## config.mk

```make
export PLATFORM = sky130hd
export DESIGN_NAME = instr_cache_frontend
export DESIGN_NICKNAME = d
export VERILOG_FILES = /design/src/rtl/instr_cache_frontend.sv
export SDC_FILE = /design/constraint.sdc
export NUM_CORES = 2
export LEC_CHECK = 0
export BUFFER_PORTS_ARGS = -buffer_cell sky130_fd_sc_hd__buf_2
export CORE_MARGIN = 2
export CORE_UTILIZATION = 45
export DETAILED_ROUTE_END_ITERATION = 10
export PLACE_DENSITY = 0.69
export SYNTH_ARGS = -nofsm -noshare
export SYNTH_HDL_FRONTEND = slang
export SYNTH_SLANG_ARGS = --single-unit
```

## constraint.sdc

```tcl
create_clock -name clk -period 10.75 [get_ports clk]
set_clock_uncertainty 0.1 [all_clocks]
set_input_delay 2.15 -clock clk [delete_from_list [all_inputs] [get_ports clk]]
set_output_delay 2.15 -clock clk [all_outputs]
set_load 0.005 [all_outputs]
```

## src/rtl/instr_cache_frontend.sv

```systemverilog
// Direct-mapped, dual-read-port instruction cache with a single
// word-serial miss-fill engine; hits keep flowing while a line fills.
module instr_cache_frontend #(
  parameter int SETS       = 16,
  parameter int LINE_WORDS = 4
) (
  input  logic        clk,
  input  logic        reset,
  input  logic [31:0] i_address [2],
  input  logic        i_read [2],
  output logic [31:0] o_instr [2],
  output logic        o_hit [2],
  input  logic        i_flush,
  output logic [31:0] o_mem_address,
  output logic        o_mem_read,
  input  logic [31:0] i_mem_data,
  input  logic        i_mem_ready,
  output logic        o_busy
);

  localparam int INDEX_BITS  = $clog2(SETS);
  localparam int WORD_BITS   = $clog2(LINE_WORDS);
  localparam int OFFSET_BITS = WORD_BITS + 2;
  localparam int TAG_BITS    = 32 - INDEX_BITS - OFFSET_BITS;
  localparam int TAG_LSB     = OFFSET_BITS + INDEX_BITS;
  localparam logic [WORD_BITS-1:0] LAST = WORD_BITS'(LINE_WORDS - 1);

  typedef enum logic [1:0] {IDLE, FILL, COMMIT} state_t;

  state_t state, state_nx;

  logic [SETS-1:0]       valid;
  logic [TAG_BITS-1:0]   tag_mem [SETS];
  logic [31:0]           data_mem [SETS][LINE_WORDS];
  logic [31:0]           line_buf [LINE_WORDS];

  logic [TAG_BITS-1:0]   fill_tag;
  logic [INDEX_BITS-1:0] fill_idx;
  logic [WORD_BITS-1:0]  beat;
  logic                  drop;
  logic                  commit_we;
  logic                  start;

  logic [TAG_BITS-1:0]   tag [2];
  logic [INDEX_BITS-1:0] idx [2];
  logic [WORD_BITS-1:0]  word [2];
  logic                  hit [2];
  logic                  miss [2];
  logic                  unused_lsb;

  assign unused_lsb = ^{i_address[0][1:0], i_address[1][1:0]};

  always_comb begin
    for (int n = 0; n < 2; n++) begin
      tag[n]  = i_address[n][31:TAG_LSB];
      idx[n]  = i_address[n][OFFSET_BITS +: INDEX_BITS];
      word[n] = i_address[n][2 +: WORD_BITS];
      hit[n]  = i_read[n] && valid[idx[n]] &&
                (tag_mem[idx[n]] == tag[n]);
      miss[n] = i_read[n] && !hit[n];
    end
  end

  always_ff @(posedge clk or negedge reset) begin
    if (!reset) begin
      for (int n = 0; n < 2; n++) begin
        o_hit[n]   <= 1'b0;
        o_instr[n] <= '0;
      end
    end else begin
      for (int n = 0; n < 2; n++) begin
        o_hit[n] <= hit[n];
        if (hit[n]) o_instr[n] <= data_mem[idx[n]][word[n]];
      end
    end
  end

  always_ff @(posedge clk or negedge reset) begin
    if (!reset) state <= IDLE;
    else        state <= state_nx;
  end

  always_comb begin
    state_nx = state;
    start    = 1'b0;
    unique case (state)
      IDLE: begin
        if (!i_flush && (miss[0] || miss[1])) begin
          state_nx = FILL;
          start    = 1'b1;
        end
      end
      FILL: begin
        if (i_mem_ready && beat == LAST) state_nx = COMMIT;
      end
      COMMIT:  state_nx = IDLE;
      default: state_nx = IDLE;
    endcase
  end

  always_ff @(posedge clk or negedge reset) begin
    if (!reset) begin
      fill_tag <= '0;
      fill_idx <= '0;
      beat     <= '0;
      drop     <= 1'b0;
    end else begin
      if (start) begin
        fill_tag <= miss[0] ? tag[0] : tag[1];
        fill_idx <= miss[0] ? idx[0] : idx[1];
        beat     <= '0;
        drop     <= 1'b0;
      end
      if (state == FILL) begin
        if (i_mem_ready) beat <= beat + WORD_BITS'(1);
        if (i_flush)     drop <= 1'b1;
      end
      if (state == COMMIT) drop <= 1'b0;
    end
  end

  always_ff @(posedge clk) begin
    if (state == FILL && i_mem_ready) line_buf[beat] <= i_mem_data;
  end

  // A flush during the burst or in the commit cycle discards the line.
  assign commit_we = (state == COMMIT) && !drop && !i_flush;

  always_ff @(posedge clk) begin
    if (commit_we) begin
      tag_mem[fill_idx] <= fill_tag;
      for (int w = 0; w < LINE_WORDS; w++)
        data_mem[fill_idx][w] <= line_buf[w];
    end
  end

  always_ff @(posedge clk or negedge reset) begin
    if (!reset)         valid <= '0;
    else if (i_flush)   valid <= '0;
    else if (commit_we) valid[fill_idx] <= 1'b1;
  end

  assign o_busy        = (state != IDLE);
  assign o_mem_read    = (state == FILL);
  assign o_mem_address = o_mem_read ?
                         {fill_tag, fill_idx, beat, 2'b00} : 32'h0;

endmodule

```

==> qor.yml <==
synthesis:
  synthArstFlopShare: 0.0430
  synth_area_mm2: 0.121
  syn_inst: 5456
  ys_seq_elements: 2675
  yosysMostFrequentCell: "edfxtp_1"
  synth_ff_type: "edfxtp_1"
  netlist_top_cells_area: "edfxtp_1, mux4_2, dfrtp_1, mux2i_1, mux2_2"
  synth_area_leader_cell: "edfxtp_1"
  avgSynthCellArea_um2: 22.2
  ys_seq_area_frac: 0.658
  synth_edf_count: 2560
  synth_top_cell_area_share: 0.634
  ys_top_cells_by_count: "edfxtp_1, mux4_2, buf_2"
  synth_cell_types: 69
  yosysWarnings: 0
sta:
  max_freq_mhz: 147
  maxSlewViolCount: 0
  min_period_ns: 6.80
  setup_viol: 0
  hold_violations: 0
  worst_pin_slew_ns: 1.31
  rsz0062_at_grt: "no"
  finalSetupTns_ns: 0
  slew-limit-headroom: 0.124
  fin_crit_sh: 0.632
worst_setup_path:
  ff2ff_path_depth: 7
  critPathLaunchType: "input pin"
  crit_fanout: 88
  crit_required_ns: 11.30
  arrival_ns: 7.35
  cp-end-kind: "register"
  r2r_slack_ns: 6.14
  critical_path_class: "input pin to register"
power:
  power.leakage_nw: 42.9
  vdd_drop_max_mv: 0.133
  p_total_w: 0.0241
  power_density_mw_per_mm2: 177
floorplanning:
  io_pins: 202
  rows: 190
  die_area_mm2: 0.274
  core_area_mm2: 0.268
  die_y_um: 523
  die_x_um: 523
  start_util: 0.453
clock_network:
  cts_tree: "done"
  path_clk_slew_ns: 0.06
  cts_buffer_depth: 4
  numCtsBuffers: 285
  ctsHoldBuffers: 0
  cts.sinks: 2675
  cts_repair_resize_count: 0
  clk_latency_ns: 0.87
  cts_max_level: 5
  root_buffer: "clkbuf_16"
  post_cts_buffers: 0
place:
  port_buffers: 195
  hpwl_um: 175000
  place_area_mm2: 0.126
  gp_congestion: 0.840
min_path:
  hold_path_depth: 1
  hold_path.class: "register to register"
grt:
  gr-total-overflow: 0
  grt_use_met2: 0.396
  grt.total_usage: 0.242
  grt_max_degree: 142
  busiest_layer: "met2"
  grt_use_met3: 0.0409
  grt_pass1_wl_um: 477000
  grt_antenna_before_repair: 31
  grt_use_met1: 0.336
  grt_pass1_vias: 65500
finish:
  drive_above_1_share: 0.397
  nFillCells: 20600
  syn2layout_area_growth_pct: 11.9
  fin_area_mm2: 0.136
  finalNetCount: 5757
route:
  routed_wl_um: 331000
  first_iter_violations: 7997
  drcViolationCount: 0
  vias: 63400
  wl_per_cell_um: 35.1
  via_per_inst: 6.72
  antenna_left: 0
  drt_pass1_iterations: 7
run_status:
  outcome: "completed"
run:
  cap_viol_max_count: 0
[registers in the layout, indices dropped and copies added (netlist names), 4 cells and up]
signal,cells
data_mem,2048
tag_mem,384
line_buf,128
o_instr,64
fill_tag,24
valid,16
fill_idx,4
[final timing paths]
kind	startpoint	endpoint
worst max-delay path	i_address[37]	fill_tag[21]$_DFFE_PN0P_
worst min-delay path	o_instr[59]$_DFFE_PN0P_	o_instr[59]$_DFFE_PN0P_
worst max register to register	state[1]$_DFFE_PN0P_	data_mem[7][22]$_DFFE_PP_
worst min register to register	o_instr[59]$_DFFE_PN0P_	o_instr[59]$_DFFE_PN0P_
max in group asynchronous	reset	fill_tag[23]$_DFFE_PN0P_
min in group asynchronous	reset	o_instr[36]$_DFFE_PN0P_
[final cells by class]
class	count	area (um2)	area share
clock inverter	139	1400	0.0103
multi-input combinational	2274	39500	0.291
sequential	2675	79800	0.588
timing repair buffer	310	2280	0.0168
tap	3552	4440	0.0327
inverter	105	409	0.00301
clock buffer	373	7910	0.0583
antenna	15	37.5	0.000277
[cells in the final DEF (no fill, tap or decap), types with 11 or more instances in the layout]
master	netlist	final
xnor2_1	70	70
mux4_2	1472	1472
a21oi_1	12	12
o22ai_1	37	37
buf_12	0	28
nor2_4	0	16
o21ai_0	23	23
mux2_2	105	105
inv_1	100	98
clkbuf_16	0	295
mux2i_1	128	128
edfxtp_1	2560	2560
a211oi_1	29	29
buf_2	160	182
nand3_1	15	15
nor2_1	35	18
bufinv_16	0	26
a31oi_1	32	32
inv_6	0	11
a222oi_1	27	27
dfrtp_1	115	115
nand2_1	93	93
buf_4	16	90
clkinv_2	0	42
diode_2	0	15
clkinv_1	1	48
nor2b_1	33	32
clkbuf_8	0	24
clkbuf_1	151	55
nor3_1	16	16
and2_1	34	34
[power breakdown]
group          total (W)  switching [W]  internal [W]
clock            0.00986        0.00404       0.00582
sequential        0.0123       0.000429        0.0119
combinational    0.00190        0.00107      0.000832
[stage by stage]
step           hold WS [ns]  worst slack (ns)  utilization  instances
3_3_place_gp          0.384              3.18        0.472       8916
4_1_cts               0.408              4.11        0.506       9428
5_1_grt               0.421              3.65        0.506       9431
2_1_floorplan         0.394             0.512            -       5457
6_report              0.404              3.95        0.507       9443
3_5_place_dp          0.391              3.20        0.472       8916
[cells by family after synthesis]
kind of cell    count (synthesis)  share of synthesized area
flops                        2675                      0.658
mux                          1706                      0.294
buf+inv                       508                     0.0184
simple gates                  278                     0.0119
compound gates                214                     0.0129
xor+xnor                       70                    0.00505
fa+ha+maj                       4                   0.000413
other cells                     1                  0.0000309
[layer usage]
layer	wire length, um	part of all wire	vias to the layer above
met2	165000	0.50	3540
li1	-	-	24500
met1	126000	0.38	34800
met3	30600	0.092	625
met4	9740	0.029	10
met5	80	0.00024	-
[worst max-delay path, stage by stage]
cell       delay, ns
buf_8           0.59
buf_4           0.79
mux2_2          0.42
o22ai_1         0.20
nor4_1          0.09
o32ai_1         0.76
o2111ai_1       0.24
a2111o_1        0.46
o31a_1          0.35
a2bb2oi_4       0.98
a222oi_1        0.24
(Power assumes the default switching activity.)
